===== src/rtl/pcs_tx_oset_pkg.sv =====
// pcs_tx_oset_pkg: shared types and constants for the multi-lane 1000BASE-X
// PCS transmit ordered-set block.
//   - tx_state_e : per-lane transmit FSM state encoding
//   - OSET_*     : tx_o_set codes driven to the code-group generator
//   - XMIT_*     : xmit encodings (3 is reserved and behaves like IDLE)
//   - TXD_*      : special TXD codes for carrier extend and LPI request
// Optional feature macro: PCS_TX_LPI_EN (adds XMIT_LPIDLE and /LI/ emission).
package pcs_tx_oset_pkg;

  typedef enum logic [3:0] {
    ST_TX_TEST_XMIT     = 4'd0,
    ST_CONFIGURATION    = 4'd1,
    ST_IDLE             = 4'd2,
    ST_XMIT_DATA        = 4'd3,
    ST_ALIGN_ERR_START  = 4'd4,
    ST_START_ERROR      = 4'd5,
    ST_TX_DATA_ERROR    = 4'd6,
    ST_START_OF_PACKET  = 4'd7,
    ST_TX_DATA          = 4'd8,
    ST_EOP_NOEXT        = 4'd9,
    ST_EOP_EXT          = 4'd10,
    ST_EXTEND_BY_1      = 4'd11,
    ST_CARRIER_EXTEND   = 4'd12,
    ST_EPD2_NOEXT       = 4'd13,
    ST_EPD3             = 4'd14,
    ST_XMIT_LPIDLE      = 4'd15
  } tx_state_e;

  localparam logic [2:0] OSET_C  = 3'd0;
  localparam logic [2:0] OSET_I  = 3'd1;
  localparam logic [2:0] OSET_S  = 3'd2;
  localparam logic [2:0] OSET_V  = 3'd3;
  localparam logic [2:0] OSET_T  = 3'd4;
  localparam logic [2:0] OSET_R  = 3'd5;
  localparam logic [2:0] OSET_D  = 3'd6;
  localparam logic [2:0] OSET_LI = 3'd7;

  localparam logic [1:0] XMIT_CONFIG = 2'd0;
  localparam logic [1:0] XMIT_IDLE   = 2'd1;
  localparam logic [1:0] XMIT_DATA   = 2'd2;

  localparam logic [7:0] TXD_EXTEND = 8'h0F;
  localparam logic [7:0] TXD_LPI    = 8'h01;

  // VOID: an error during a frame, or TX_ER outside a frame that is not a
  // legal carrier-extend request.
  function automatic logic is_void(input logic tx_en, input logic tx_er,
                                   input logic [7:0] txd);
    return (!tx_en && tx_er && (txd != TXD_EXTEND)) || (tx_en && tx_er);
  endfunction

  // Packet branch taken from the data states once an ordered set completes.
  function automatic tx_state_e pb_next(input logic tx_en, input logic tx_er);
    tx_state_e nxt;
    if (tx_en) begin
      nxt = ST_TX_DATA;
    end else if (tx_er) begin
      nxt = ST_EOP_EXT;
    end else begin
      nxt = ST_EOP_NOEXT;
    end
    return nxt;
  endfunction

  // States in which a VOID input is counted.
  function automatic logic void_sensitive(input tx_state_e st);
    return (st == ST_TX_DATA) || (st == ST_EOP_EXT) || (st == ST_CARRIER_EXTEND);
  endfunction

endpackage


===== src/rtl/pcs_tx_oset_lane.sv =====
// pcs_tx_oset_lane: one lane of the transmit ordered-set FSM plus its
// saturating VOID-event counter. All outputs are registered.
// Ports:
//   clk, reset_n        clock, asynchronous active-low reset
//   tx_en/tx_er/txd     GMII transmit inputs for this lane
//   xmit                xmit mode (0 CONFIG, 1 IDLE, 2 DATA, 3 as IDLE)
//   tx_even             code-group parity from the generator
//   tx_oset_ind         ordered-set-complete strobe
//   receiving           receive activity (for COL)
//   void_cnt_clr        synchronous counter clear (beats increment)
//   tx_o_set            selected ordered set
//   transmitting, col   status flags
//   void_cnt            saturating VOID count
// Optional feature macro: PCS_TX_LPI_EN.
module pcs_tx_oset_lane #(
  parameter int CNT_W = 16
) (
  input  logic             clk,
  input  logic             reset_n,
  input  logic             tx_en,
  input  logic             tx_er,
  input  logic [7:0]       txd,
  input  logic [1:0]       xmit,
  input  logic             tx_even,
  input  logic             tx_oset_ind,
  input  logic             receiving,
  input  logic             void_cnt_clr,
  output logic [2:0]       tx_o_set,
  output logic             transmitting,
  output logic             col,
  output logic [CNT_W-1:0] void_cnt
);
  import pcs_tx_oset_pkg::*;

  tx_state_e        state_q, state_d;
  logic [2:0]       tx_o_set_q, tx_o_set_d;
  logic             transmitting_q, transmitting_d;
  logic             col_q, col_d;
  logic [CNT_W-1:0] void_cnt_q, void_cnt_d;
  logic [1:0]       xmit_hist_q, xmit_hist_d;
  logic             xmit_vld_q, xmit_vld_d;
  logic             void_s, lpi_s, xmit_chg_s;

  // Decode per-cycle input conditions and the xmit-change detector.
  always_comb begin
    void_s      = is_void(tx_en, tx_er, txd);
    lpi_s       = !tx_en && tx_er && (txd == TXD_LPI);
    // Until the history is loaded after reset it counts as equal to xmit.
    xmit_chg_s  = xmit_vld_q && (xmit != xmit_hist_q);
    xmit_hist_d = xmit;
    xmit_vld_d  = 1'b1;
  end

  // Next-state logic; the xmit-change rule overrides every other transition.
  always_comb begin
    state_d = state_q;
    case (state_q)
      ST_TX_TEST_XMIT: begin
        if (xmit == XMIT_CONFIG) begin
          state_d = ST_CONFIGURATION;
        end else if ((xmit == XMIT_DATA) && !tx_en && !tx_er) begin
          state_d = ST_XMIT_DATA;
        end else begin
          state_d = ST_IDLE;
        end
      end
      ST_CONFIGURATION: state_d = ST_CONFIGURATION;
      ST_IDLE: begin
        if (tx_oset_ind && (xmit == XMIT_DATA) && !tx_en && !tx_er) begin
          state_d = ST_XMIT_DATA;
        end else begin
          state_d = ST_IDLE;
        end
      end
      ST_XMIT_DATA: begin
        if (!tx_oset_ind) begin
          state_d = ST_XMIT_DATA;
        end else if (tx_en && tx_er) begin
          state_d = ST_ALIGN_ERR_START;
        end else if (tx_en) begin
          state_d = ST_START_OF_PACKET;
`ifdef PCS_TX_LPI_EN
        end else if (lpi_s) begin
          state_d = ST_XMIT_LPIDLE;
`endif
        end else begin
          state_d = ST_XMIT_DATA;
        end
      end
      ST_ALIGN_ERR_START: state_d = tx_oset_ind ? ST_START_ERROR : state_q;
      ST_START_ERROR:     state_d = tx_oset_ind ? ST_TX_DATA_ERROR : state_q;
      ST_TX_DATA_ERROR, ST_START_OF_PACKET, ST_TX_DATA: begin
        state_d = tx_oset_ind ? pb_next(tx_en, tx_er) : state_q;
      end
      ST_EOP_NOEXT, ST_EXTEND_BY_1: begin
        state_d = tx_oset_ind ? ST_EPD2_NOEXT : state_q;
      end
      ST_EOP_EXT: begin
        if (!tx_oset_ind) begin
          state_d = ST_EOP_EXT;
        end else if (tx_er) begin
          state_d = ST_CARRIER_EXTEND;
        end else begin
          state_d = ST_EXTEND_BY_1;
        end
      end
      ST_CARRIER_EXTEND: begin
        if (!tx_oset_ind || (!tx_en && tx_er)) begin
          state_d = ST_CARRIER_EXTEND;
        end else if (tx_en && tx_er) begin
          state_d = ST_START_ERROR;
        end else if (tx_en) begin
          state_d = ST_START_OF_PACKET;
        end else begin
          state_d = ST_EXTEND_BY_1;
        end
      end
      ST_EPD2_NOEXT: begin
        if (!tx_oset_ind) begin
          state_d = ST_EPD2_NOEXT;
        end else if (tx_even) begin
          state_d = ST_EPD3;
        end else begin
          state_d = ST_XMIT_DATA;
        end
      end
      ST_EPD3: state_d = tx_oset_ind ? ST_XMIT_DATA : state_q;
`ifdef PCS_TX_LPI_EN
      ST_XMIT_LPIDLE: state_d = (tx_oset_ind && !lpi_s) ? ST_XMIT_DATA : state_q;
`endif
      default: state_d = ST_TX_TEST_XMIT;
    endcase
    if (xmit_chg_s && tx_oset_ind && !tx_even) begin
      state_d = ST_TX_TEST_XMIT;
    end else begin
      state_d = state_d;
    end
  end

  // Output decode from the next state and the inputs sampled at this edge.
  always_comb begin
    tx_o_set_d     = tx_o_set_q;
    transmitting_d = transmitting_q;
    case (state_d)
      ST_TX_TEST_XMIT:    transmitting_d = 1'b0;
      ST_CONFIGURATION:   tx_o_set_d = OSET_C;
      ST_IDLE, ST_XMIT_DATA, ST_ALIGN_ERR_START: tx_o_set_d = OSET_I;
      ST_START_ERROR, ST_START_OF_PACKET: begin
        tx_o_set_d     = OSET_S;
        transmitting_d = 1'b1;
      end
      ST_TX_DATA_ERROR:   tx_o_set_d = OSET_V;
      ST_TX_DATA:         tx_o_set_d = void_s ? OSET_V : OSET_D;
      ST_EOP_NOEXT, ST_EXTEND_BY_1: begin
        tx_o_set_d = (state_d == ST_EOP_NOEXT) ? OSET_T : OSET_R;
        // Carrier drops only on an odd code-group boundary.
        if (!tx_even) begin
          transmitting_d = 1'b0;
        end else begin
          transmitting_d = transmitting_q;
        end
      end
      ST_EOP_EXT:         tx_o_set_d = void_s ? OSET_V : OSET_T;
      ST_CARRIER_EXTEND:  tx_o_set_d = void_s ? OSET_V : OSET_R;
      ST_EPD2_NOEXT: begin
        tx_o_set_d     = OSET_R;
        transmitting_d = 1'b0;
      end
      ST_EPD3:            tx_o_set_d = OSET_R;
`ifdef PCS_TX_LPI_EN
      ST_XMIT_LPIDLE:     tx_o_set_d = OSET_LI;
`endif
      default: begin
        tx_o_set_d     = OSET_I;
        transmitting_d = 1'b0;
      end
    endcase
    col_d = transmitting_d && receiving;
  end

  // VOID counter: clear beats increment, increment saturates at all-ones.
  always_comb begin
    if (void_cnt_clr) begin
      void_cnt_d = {CNT_W{1'b0}};
    end else if (void_sensitive(state_q) && void_s && (void_cnt_q != {CNT_W{1'b1}})) begin
      void_cnt_d = void_cnt_q + CNT_W'(1);
    end else begin
      void_cnt_d = void_cnt_q;
    end
  end

  // State and output registers.
  always_ff @(posedge clk or negedge reset_n) begin
    if (!reset_n) begin
      state_q        <= ST_TX_TEST_XMIT;
      tx_o_set_q     <= OSET_I;
      transmitting_q <= 1'b0;
      col_q          <= 1'b0;
      void_cnt_q     <= {CNT_W{1'b0}};
      xmit_hist_q    <= 2'd0;
      xmit_vld_q     <= 1'b0;
    end else begin
      state_q        <= state_d;
      tx_o_set_q     <= tx_o_set_d;
      transmitting_q <= transmitting_d;
      col_q          <= col_d;
      void_cnt_q     <= void_cnt_d;
      xmit_hist_q    <= xmit_hist_d;
      xmit_vld_q     <= xmit_vld_d;
    end
  end

  assign tx_o_set     = tx_o_set_q;
  assign transmitting = transmitting_q;
  assign col          = col_q;
  assign void_cnt     = void_cnt_q;

endmodule


===== src/rtl/pcs_tx_oset_mc.sv =====
// pcs_tx_oset_mc: multi-lane 1000BASE-X PCS transmit ordered-set selector.
// NUM_CH independent lanes share one clock and asynchronous active-low reset.
// Per-lane buses are packed with lane i in the i-th slice:
//   TX_EN, TX_ER, tx_even, TX_OSET_indicate, receiving, void_cnt_clr [i]
//   TXD [8i+7:8i], xmit [2i+1:2i], tx_o_set [3i+2:3i]
//   transmitting, COL [i], void_cnt [CNT_W*i +: CNT_W]
// Optional feature macro: PCS_TX_LPI_EN (EEE low-power idle).
module pcs_tx_oset_mc #(
  parameter int NUM_CH = 1,
  parameter int CNT_W  = 16
) (
  input  logic                    clk,
  input  logic                    reset_n,
  input  logic [NUM_CH-1:0]       TX_EN,
  input  logic [NUM_CH-1:0]       TX_ER,
  input  logic [8*NUM_CH-1:0]     TXD,
  input  logic [2*NUM_CH-1:0]     xmit,
  input  logic [NUM_CH-1:0]       tx_even,
  input  logic [NUM_CH-1:0]       TX_OSET_indicate,
  input  logic [NUM_CH-1:0]       receiving,
  input  logic [NUM_CH-1:0]       void_cnt_clr,
  output logic [3*NUM_CH-1:0]     tx_o_set,
  output logic [NUM_CH-1:0]       transmitting,
  output logic [NUM_CH-1:0]       COL,
  output logic [CNT_W*NUM_CH-1:0] void_cnt
);
  import pcs_tx_oset_pkg::*;

  for (genvar i = 0; i < NUM_CH; i++) begin : g_lane
    pcs_tx_oset_lane #(
      .CNT_W(CNT_W)
    ) u_lane (
      .clk          (clk),
      .reset_n      (reset_n),
      .tx_en        (TX_EN[i]),
      .tx_er        (TX_ER[i]),
      .txd          (TXD[8*i +: 8]),
      .xmit         (xmit[2*i +: 2]),
      .tx_even      (tx_even[i]),
      .tx_oset_ind  (TX_OSET_indicate[i]),
      .receiving    (receiving[i]),
      .void_cnt_clr (void_cnt_clr[i]),
      .tx_o_set     (tx_o_set[3*i +: 3]),
      .transmitting (transmitting[i]),
      .col          (COL[i]),
      .void_cnt     (void_cnt[CNT_W*i +: CNT_W])
    );
  end

endmodule

===== config.mk =====
export PLATFORM = sky130hd
export DESIGN_NAME = pcs_tx_oset_mc
export DESIGN_NICKNAME = d
export VERILOG_FILES = /design/src/rtl/pcs_tx_oset_pkg.sv /design/src/rtl/pcs_tx_oset_lane.sv /design/src/rtl/pcs_tx_oset_mc.sv
export SDC_FILE = /design/constraint.sdc
export NUM_CORES = 1
export LEC_CHECK = 0
export BUFFER_PORTS_ARGS = -buffer_cell sky130_fd_sc_hd__buf_2
export CORE_MARGIN = 1
export CORE_UTILIZATION = 30
export DETAILED_ROUTE_END_ITERATION = 8
export PLACE_DENSITY = 0.6
export SYNTH_ARGS = -nofsm -noshare
export SYNTH_HDL_FRONTEND = slang
export SYNTH_HIERARCHICAL = 1
export SYNTH_SLANG_ARGS = --single-unit

===== constraint.sdc =====
create_clock -name clk -period 4.9 [get_ports clk]
set_input_delay 0.98 -clock clk [delete_from_list [all_inputs] [get_ports clk]]
set_output_delay 0.98 -clock clk [all_outputs]
set_load 0.05 [all_outputs]

# Word level (Yosys, flattened, before mapping)
# Index checks and enable logic that the tools add are counted.
[word_totals] reg_bits=28 input_bits=18 out_inout_bits=21 elab_cells=103
[op_classes] n_addsub=1 n_eq_ne=32 muxes=31 n_reduce_logical=32
[op_table] operator="two-way mux 4 bit" n=16
[op_table] operator="equality test 4 bit (second input constant)" n=14
[op_table] operator="one-hot mux 4 bit (12 select lines)" n=1
[op_table] operator="equality test 4 x 3 -> 1 bit (second input constant)" n=8
[op_table] operator="two-way mux 16 bit" n=2
[op_table] operator="one-hot mux 3 bit (9 select lines)" n=1
[op_table] operator="adder 16 x 1 -> 16 bit (second input constant)" n=1
[op_table] operator="equality test 4 x 2 -> 1 bit (second input constant)" n=4
[op_table] operator="inequality test 16 bit (second input constant)" n=1
[op_table] operator="two-way mux 3 bit" n=5
[op_table] operator="logical AND 1 bit" n=14
[op_table] operator="OR reduction 9 bit" n=1
[op_table] operator="equality test 4 x 1 -> 1 bit (second input constant)" n=2
[op_table] operator="zero test 4 bit" n=2
[op_table] operator="inequality test 8 x 4 -> 1 bit (second input constant)" n=1
[op_table] operator="OR reduction 2 bit" n=4
[op_table] operator="zero test 1 bit" n=4
[op_table] operator="logical OR 1 bit" n=4
[op_table] operator="two-way mux 1 bit" n=4
[op_table] operator="one-hot mux 1 bit (3 select lines)" n=1
[op_table] operator="OR reduction 3 bit" n=1
[op_table] operator="equality test 2 bit (second input constant)" n=1
[op_table] operator="zero test 2 bit" n=1
[op_table] operator="two-way mux 2 bit" n=1
[op_table] operator="2 further kinds" n=2

# Depth between registers and ports, before layout
# Gate-level depths: netlist (run 1).
[logic_depth] depth_word=11 mapped_depth=8 depth_no_buf=7

# Least setup slack after synthesis (run 1)
# No wires, ideal clock.
[synth_path] kind="input -> register" startpoint="input port TXD[5]" endpoint="register g_lane[0].u_lane.void_cnt_q[7]" t_arrival_ns=2.358 required_ns=4.768 path_slack_ns=2.410 cell_stages=6 n_path_buf=0 path_cell_list="or4_4 o41a_4 nand3_1 nor3b_1 xnor2_1 nor2_1"
[synth_via] elab_chain_cells=6
[synth_lines] element="start: declaration" line="pcs_tx_oset_mc.sv:16" text="input logic [8*NUM_CH-1:0] TXD,"
[synth_lines] element="inequality test 8 x 4 -> 1 bit" line="pcs_tx_oset_pkg.sv:49" text="return (!tx_en && tx_er && (txd != TXD_EXTEND)) || (tx_en && tx_er);"
[synth_lines] element="logical AND 1 bit" line="pcs_tx_oset_pkg.sv:49"
[synth_lines] element="logical OR 1 bit" line="pcs_tx_oset_pkg.sv:49"
[synth_lines] element="logical AND 1 bit (2 in series)" line="pcs_tx_oset_lane.sv:185" text="end else if (void_sensitive(state_q) && void_s && (void_cnt_q != {CNT_W{1'b1}})) begin"
[synth_lines] element="nonzero test 2 bit (no source line)"
[synth_lines] element="end signal: assignment" line="pcs_tx_oset_lane.sv:199" text="void_cnt_q <= {CNT_W{1'b0}};"
[synth_lines] element="end signal: assignment" line="pcs_tx_oset_lane.sv:207" text="void_cnt_q <= void_cnt_d;"
[synth_lines] element="end: declaration" line="pcs_tx_oset_lane.sv:39" text="logic [CNT_W-1:0] void_cnt_q, void_cnt_d;"
# No other way between the ends.
# A chain may end at the register's enable or synchronous reset.

# Worst setup path after layout (run 1)
[layout_path] startpoint="input port TX_OSET_indicate" endpoint="register g_lane[0].u_lane.tx_o_set_q[0]"
[layout_via] elab_chain_cells=9
[layout_lines] element="start: declaration" line="pcs_tx_oset_mc.sv:19" text="input logic [NUM_CH-1:0] TX_OSET_indicate,"
[layout_lines] element="logical AND 1 bit (3 in series)" line="pcs_tx_oset_lane.sv:69" text="if (tx_oset_ind && (xmit == XMIT_DATA) && !tx_en && !tx_er) begin"
[layout_lines] element="two-way mux 1 bit" line="pcs_tx_oset_lane.sv:69"
[layout_lines] element="one-hot mux 4 bit (12 select lines)" line="pcs_tx_oset_lane.sv:57" text="case (state_q)"
[layout_lines] element="two-way mux 4 bit (*)" line="pcs_tx_oset_lane.sv:133" text="if (xmit_chg_s && tx_oset_ind && !tx_even) begin"
[layout_lines] element="equality test 4 bit (tied with other cells)" line="pcs_tx_oset_lane.sv:144, pcs_tx_oset_lane.sv:155"
[layout_lines] element="two-way mux 1 bit (tied with other cells)" line="pcs_tx_oset_lane.sv:155" text="tx_o_set_d = (state_d == ST_EOP_NOEXT) ? OSET_T : OSET_R;"
[layout_lines] element="one-hot mux 3 bit (9 select lines)" line="pcs_tx_oset_lane.sv:144" text="case (state_d)"
[layout_lines] element="end signal: assignment" line="pcs_tx_oset_lane.sv:204" text="tx_o_set_q <= tx_o_set_d;"
[layout_lines] element="end: declaration" line="pcs_tx_oset_lane.sv:36" text="logic [2:0] tx_o_set_q, tx_o_set_d;"
# Every way passes the cells marked *; elsewhere a longest branch is shown, timed or not.

==> impl_metrics.json, run 1 <==
{
  "critPathMaxStageDelay_ns": 0.47,
  "htreeDepth": 1,
  "r2r-end": "g_lane[0].u_lane/tx_o_set[0]$_DFFE_PN1P_",
  "leakagePower_nw": 0.9124,
  "synthFlopType": "dfrtp_1",
  "grt_pass1_vias": 1634,
  "core_area_sq_um": 6061,
  "final-hold-violation-count": 0,
  "rr_startpoint": "g_lane[0].u_lane/state_q[3]$_DFF_PN0_",
  "drtAntennaViolNets": 0,
  "p_clk_share_pct": 14.6,
  "max_slew_margin_pct": 41.47,
  "grt_first_pass_wirelength_um": 7514,
  "drv_slew": 0,
  "pin_count": 39,
  "status": "complete, no violations",
  "final_cell_count_no_fill": 320,
  "hold_buffers": 0,
  "post_cts_buffers": 0,
  "rows": 28,
  "cp.arrival_ns": 2.73,
  "fin_nets": 265,
  "ys_seq_area_share_pct": 36.45,
  "grt_usage_pct": 14.02,
  "setup_viol": 0,
  "grt_max_degree": 29,
  "clk_path_buf_depth": 2,
  "p_sw_uw": 423.9,
  "viasPerCell": 5.284,
  "yosys.cell_types.count": 66,
  "finalCritPeriodShare_pct": 51.62,
  "worstHoldStart": "g_lane[0].u_lane/tx_o_set[1]$_DFFE_PN0P_",
  "rsz0062_at_grt": "false",
  "vias": 1691,
  "die_y_um": 82.12,
  "ctsResizeCount": 0,
  "crit_family": "compound AO/OA/AOI/OAI gates",
  "synth_seq_cells": 28,
  "cts-root-buf": "clkbuf_8",
  "synth_enable_flop_cells": 0,
  "crit_fanout": 12,
  "fmax_mhz": 395.4,
  "portBuffers": 38,
  "hpwl_um": 3240,
  "ys_async_sr_fraction_pct": 100.0,
  "clkLatencyLatePin_ns": 0.26,
  "ff2ff_setup_slack_ns": 2.54,
  "clkTransAtPathRegs_ns": 0.09,
  "power_switching_share_pct": 45.37,
  "path_buf_inv": 2,
  "avgSynthCellArea_sq_um": 8.915,
  "cp.required_ns": 5.10,
  "drc": 0,
  "synthesis.instances": 216,
  "overflow": 0,
  "final.min_clock_period_ns": 2.529,
  "dp.cells": 316,
  "peakVddDrop_uv": 179.2,
  "power_density_nw_per_um2": 425.7,
  "syn-num-nets": 235,
  "cts_tree": "done",
  "fp.dieArea_sq_um": 6743,
  "drt_pre_antenna_iters": 4,
  "wl_um": 4351,
  "crit_path_top_delay_cell": "a221oi_4",
  "place_congestion": 0.8692,
  "fin_skew_ns": 0.003382,
  "maxCapViolCount": 0,
  "antenna_cells": 0,
  "syn2layout_area_growth_pct": 13.97,
  "final_common_cell": "buf_2",
  "whs_ns": 0.5191,
  "numClockSinks": 28,
  "grt_antenna_before_repair": 0,
  "wl_per_cell_um": 13.60,
  "crit_type": "in2reg",
  "start_kind": "input port",
  "drive_gt1_share_pct": 25.31,
  "internal_power_uw": 510.4,
  "hold_path.class": "reg2reg",
  "power_frac_comb_pct": 47.9,
  "final_cell_mix": "38 x buf_2, 27 x dfrtp_1, 25 x nor2_1",
  "fin_tns_setup_ns": 0,
  "worst_slew_pin_slew_ns": 0.8700,
  "rr_worst_depth": 5,
  "ys.warnings.count": 6,
  "worstPathCellList": "buf_2 > inv_1 > o311a_1 > a221oi_4 > mux2_2 > a21oi_1",
  "whs_path_depth": 2,
  "die_x_um": 82.12,
  "cts_made_buffers": 3,
  "netlist_area_sq_um": 1926,
  "p_seq_share_pct": 37.4,
  "place_worst_setup_slack_ns": 2.110,
  "start_util_pct": 31.77,
  "timing.critical_path.to_type": "flip-flop",
  "fin_ws_ns": 2.371,
  "worstHoldEndpoint": "g_lane[0].u_lane/tx_o_set[1]$_DFFE_PN0P_",
  "drt-initial-drc-count": 113
}
-- metal layers --
metal	routed length, um	share of wire (%)	vias to the layer above	track usage [%]
met3	239	5.5	4	2.198
met1	2093	48	787	19.46
li1	-	-	847	-
met5	0	0	-	0
met4	28	0.64	0	2.982
met2	1990	46	53	22.89
-- cell type report --
cell class,count,area (sq um)
Timing Repair Buffer,39,197.7
Sequential cell,28,701.9
Multi-Input combinational cell,165,1112
Inverter,9,33.78
Tap cell,75,93.84
Clock buffer,4,55.05
Fill cell,630,3866
-- power groups by stage --
stage	Sequential, mW	Clock, mW	Combinational [mW]
finish	0.350	0.137	0.448
global route	0.359	0.157	0.496
CTS	0.348	0.147	0.450
detailed placement	0.353	0	0.449
global placement	0.354	0	0.451
floorplan	0.353	0	0.369
-- metrics by stage --
stage | util (%) | area [sq um] | power [mW]
floorplan | - | 1926 | 0.7215
global placement | 35.30 | 2140 | 0.8045
detailed placement | 35.30 | 2140 | 0.8018
CTS | 36.21 | 2195 | 0.9455
global route | 36.21 | 2195 | 1.012
finish | 36.21 | 2195 | 0.9343
-- cells by family after synthesis --
kind of cell | share of synthesized area [%]
other | 0.1947
and+or+nand+nor | 28.52
DFF | 36.45
AOI/OAI and AO/OA | 20.92
muxes | 1.105
xor gates and xnor gates | 6.368
adders and majority gates | 0.6497
buffers and inverters | 5.783
-- worst max path at each step --
stage	endpoint	cells past startpoint	slack, ns	start
after floorplan	g_lane[0].u_lane/void_cnt[7]$_DFFE_PN0P_	6	2.41	TXD[5]
after global placement	g_lane[0].u_lane/tx_o_set[0]$_DFFE_PN1P_	6	2.13	TX_OSET_indicate
after detailed placement	g_lane[0].u_lane/tx_o_set[0]$_DFFE_PN1P_	6	2.11	TX_OSET_indicate
after CTS	g_lane[0].u_lane/tx_o_set[0]$_DFFE_PN1P_	6	2.39	TX_OSET_indicate
after global routing	g_lane[0].u_lane/tx_o_set[0]$_DFFE_PN1P_	6	2.28	TX_OSET_indicate
final	g_lane[0].u_lane/tx_o_set[0]$_DFFE_PN1P_	6	2.37	TX_OSET_indicate
-- Yosys cell counts, types with 4 or more instances --
master / n / share of area, %
or3_1: 4 / 1.3
nand4_1: 6 / 1.9
nand3_1: 7 / 1.8
inv_1: 8 / 1.6
a21oi_1: 8 / 2.1
o21ai_0: 12 / 3.1
dfrtp_1: 27 / 35
nor3_1: 6 / 1.6
xnor2_1: 13 / 5.9
nor2b_1: 5 / 1.6
buf_2: 8 / 2.1
nor3b_1: 6 / 2.3
nand2_1: 16 / 3.1
nor2_1: 25 / 4.9
nor4_1: 5 / 1.6
-- worst reg2reg max path, cell delays in order (launching register included) --
cell and delay, ns:
dfrtp_1 0.78, inv_2 0.12, o311a_1 0.39, a221oi_4 0.47, mux2_2 0.39, a21oi_1 0.14
-- state kept, by name, indices dropped and copies added (netlist names) --
register,cells
g_lane.u_lane/xmit_vld_q,1
g_lane.u_lane/state_q,4
g_lane.u_lane/void_cnt,16
g_lane.u_lane/xmit_hist_q,2
g_lane.u_lane/transmitting,1
g_lane.u_lane/col,1
g_lane.u_lane/tx_o_set,3
No activity file was read; power rests on OpenSTA's default activity.
==> run 2: changes to the inputs <==
ABC_AREA = 1   (was unset)
PLACE_DENSITY = 0.59   (was 0.6)
clock period = 2.35 ns   (was 4.9 ns; I/O delays follow)
==> run 2 against run 1 <==
Effect of this change:
- total power increased to 2.6 times the previous value
- register-to-register slack got worse by 2.2 ns
- routed wire length increased by 21%
- final cell count increased by 40%
- worst setup slack got worse by 2.0 ns
- clock power increased by 95%
- combinational power increased to 3.3 times the previous value
- worst hold slack got worse by 0.31 ns
- first-iteration DRC count increased by 17%
- largest power group unchanged
==> impl_metrics.json, run 2 <==
{
  "clk_path_buf_depth": 2,
  "startpoint": "g_lane[0].u_lane/void_cnt[0]$_DFFE_PN0P_",
  "ctsResizeCount": 0,
  "drv_slew": 0,
  "die_y_um": 87.63,
  "cpMostUsedCell": "nor2_1",
  "drc": 0,
  "cp-endpoint": "g_lane[0].u_lane/void_cnt[13]$_DFFE_PN0P_",
  "cp.required_ns": 2.51,
  "worst_slew_pin_slew_ns": 0.6406,
  "clkLatencyLatePin_ns": 0.27,
  "r2r-end": "g_lane[0].u_lane/void_cnt[13]$_DFFE_PN0P_",
  "synthFlopType": "dfrtp_1",
  "ff2ff_setup_slack_ns": 0.34,
  "start_util_pct": 31.68,
  "p_clk_share_pct": 11.0,
  "register_area_sq_um": 701.9,
  "drive_gt1_share_pct": 28.05,
  "leakagePower_nw": 1.306,
  "pin_count": 39,
  "finalPower_mw": 2.429,
  "grt_usage_pct": 14.94,
  "final-hold-violation-count": 0,
  "ys.warnings.count": 6,
  "avgSynthCellArea_sq_um": 7.028,
  "drt_pre_antenna_iters": 5,
  "synth_seq_cells": 28,
  "place_congestion": 0.9570,
  "drtAntennaViolNets": 0,
  "synth_top_area_share_pct": 30.72,
  "cts_tree": "done",
  "numClockSinks": 28,
  "overflow": 0,
  "hpwl_um": 4195,
  "cp.depth": 12,
  "synth_enable_flop_cells": 0,
  "final.min_clock_period_ns": 2.011,
  "rsz0062_at_grt": "false",
  "crit_path_top_delay_cell": "dfrtp_1",
  "yosysMostFrequentCell": "nand2_1",
  "grt_max_degree": 29,
  "fillers": 753,
  "final_cell_mix": "76 x nand2_1, 38 x nor2_1, 38 x buf_2",
  "ys_top_cells_by_area": "dfrtp_1 31%, nand2_1 13%, nor2_1 6.5%",
  "ys_seq_area_share_pct": 31.91,
  "ys_async_sr_fraction_pct": 100.0,
  "wl_per_cell_um": 11.69,
  "yosys.area_share.simple_pct": 46.93,
  "peakVddDrop_uv": 249.7,
  "path_buf_inv": 1,
  "fmax_mhz": 497.2,
  "timing.critical_path.to_type": "flip-flop",
  "finalCritPeriodShare_pct": 85.59,
  "grt_antenna_before_repair": 0,
  "grt_pass1_vias": 2023,
  "crit_type": "reg2reg",
  "core_area_sq_um": 6944,
  "start_kind": "flip-flop",
  "syn2layout_area_growth_pct": 15.47,
  "fp.dieArea_sq_um": 7678,
  "fin_tns_setup_ns": 0,
  "maxCapViolCount": 0,
  "p_seq_share_pct": 27.1,
  "final_cell_count_no_fill": 449,
  "synth-xor-area-share_pct": 2.389,
  "drt-initial-drc-count": 132,
  "clkTransAtPathRegs_ns": 0.09,
  "rows": 30,
  "p_sw_mw": 1.289,
  "yosys.area_share.adder_pct": 0.5688,
  "final_common_cell": "nand2_1",
  "wl_um": 5247,
  "die_x_um": 87.63,
  "rr_startpoint": "g_lane[0].u_lane/void_cnt[0]$_DFFE_PN0P_",
  "fin_skew_ns": 0.002141,
  "crit_family": "compound AO/OA/AOI/OAI gates",
  "netlist_top_cells_count": "76 x nand2_1, 38 x nor2_1, 34 x inv_1, 28 x nand3_1, 27 x dfrtp_1",
  "synthesis.instances": 313,
  "synth_compound_area_share_pct": 8.020,
  "dp.cells": 445,
  "multi_input_area_sq_um": 1277,
  "critPathMaxStageDelay_ns": 0.41,
  "yosys.area.top_type": "dfrtp_1",
  "crit_fanout": 9,
  "power_frac_comb_pct": 62.0,
  "setup_viol": 0,
  "vias": 2088,
  "status": "complete, no violations",
  "cts_made_buffers": 3,
  "viasPerCell": 4.650,
  "cp.arrival_ns": 2.17,
  "power_switching_share_pct": 53.07,
  "muxShareOfSynthArea_pct": 0,
  "worstPathCellList": "ha_1 > nand2_1 > nor2_1 > nand2_1 > nor2_1 > nand3_1 > nor2_1 > a21oi_2 > buf_4 > nand3_1 > o21ai_0 > a21oi_1",
  "netlist_area_sq_um": 2200,
  "max_slew_margin_pct": 57.30,
  "hold_buffers": 0,
  "htreeDepth": 1,
  "portBuffers": 38,
  "antenna_cells": 0,
  "yosys.cell_types.count": 40,
  "internal_power_mw": 1.140,
  "fin_nets": 373,
  "rr_worst_depth": 12,
  "post_cts_buffers": 0,
  "grt_first_pass_wirelength_um": 9087,
  "cts-root-buf": "clkbuf_8",
  "power_density_nw_per_um2": 956.2,
  "syn-num-nets": 332,
  "largest_reg_flops": 16,
  "synth_top_family_by_area": "simple AND/OR/NAND/NOR gates",
  "hold_path.class": "in2async"
}
-- run 2: cell count changes in the layout (fill, tap and decap cells not counted), sizes merged, moves of 3 or more --
cell	delta
inv	+33
nand2	+77
nand3	+28
nor2	+27
nor2b	-5
nor3b	-7
nor4	-3
o2111ai	-4
or3	-4
xnor2	-11
xor2	+3
-- run 2: cells by family (layout without fill, tap and decap cells) --
logic type / Yosys count / count (layout)
buffers and inverters: 49 / 89
AOI/OAI and AO/OA: 30 / 30
xor gates and xnor gates: 6 / 6
and+or+nand+nor: 198 / 198
DFF: 28 / 28
adders and majority gates: 1 / 1
other: 1 / 1
-- run 2: worst register-to-register path, cell delays in order (launching register included) --
cell and delay (ns):
dfrtp_1 0.41, ha_1 0.24, nand2_1 0.08, nor2_1 0.05, nand2_1 0.09, nor2_1 0.06, nand3_1 0.07, nor2_1 0.06
a21oi_2 0.30, buf_4 0.23, nand3_1 0.09, o21ai_0 0.18, a21oi_1 0.05
-- run 2: how the worst min path moves through the flow --
stage	slack (ns)	depth (start not counted)	to
CTS	0.23	1	g_lane[0].u_lane/void_cnt[8]$_DFFE_PN0P_
floorplan	0.17	0	g_lane[0].u_lane/col$_DFF_PN0_
global route	0.26	1	g_lane[0].u_lane/void_cnt[9]$_DFFE_PN0P_
global placement	0.48	2	g_lane[0].u_lane/tx_o_set[1]$_DFFE_PN0P_
detailed placement	0.48	2	g_lane[0].u_lane/tx_o_set[1]$_DFFE_PN0P_
finish	0.21	1	g_lane[0].u_lane/void_cnt[9]$_DFFE_PN0P_
-- run 2: routing by layer --
layer  up-vias  track usage (%)  wire [um]  share of wire (%)
li1       1071                -          -                  -
met1       967            19.23       2407                 46
met2        46            26.78       2611                 50
met3         4            1.885        188                3.6
met4         0            3.130         38               0.72
met5         -                0          0                  0
-- run 2: through the flow --
step / hold slack [ns] / utilization, % / setup WS, ns / instance area, sq um
after global routing: 0.2563 / 36.58 / 0.1056 / 2540
after detailed placement: 0.4760 / 35.93 / 0.2799 / 2495
final: 0.2108 / 36.58 / 0.3386 / 2540
after global placement: 0.4762 / 35.93 / 0.2543 / 2495
after floorplan: 0.1744 / - / 0.2343 / 2200
after CTS: 0.2348 / 36.58 / 0.3219 / 2540
-- run 2: power by group through the flow --
stage	Clock (mW)	Sequential, mW	Combinational [mW]
final	0.267	0.657	1.50
after global routing	0.302	0.670	1.68
after CTS	0.279	0.658	1.51
after detailed placement	0	0.667	1.51
after global placement	0	0.667	1.51
after floorplan	0	0.737	1.14
-- run 2: cell type report --
type / instances / area share [%]
Clock buffer: 4 / 1.773
Inverter: 44 / 7.192
Multi-Input combinational cell: 236 / 50.30
Sequential cell: 28 / 27.64
Tap cell: 96 / 4.729
Timing Repair Buffer: 41 / 8.374
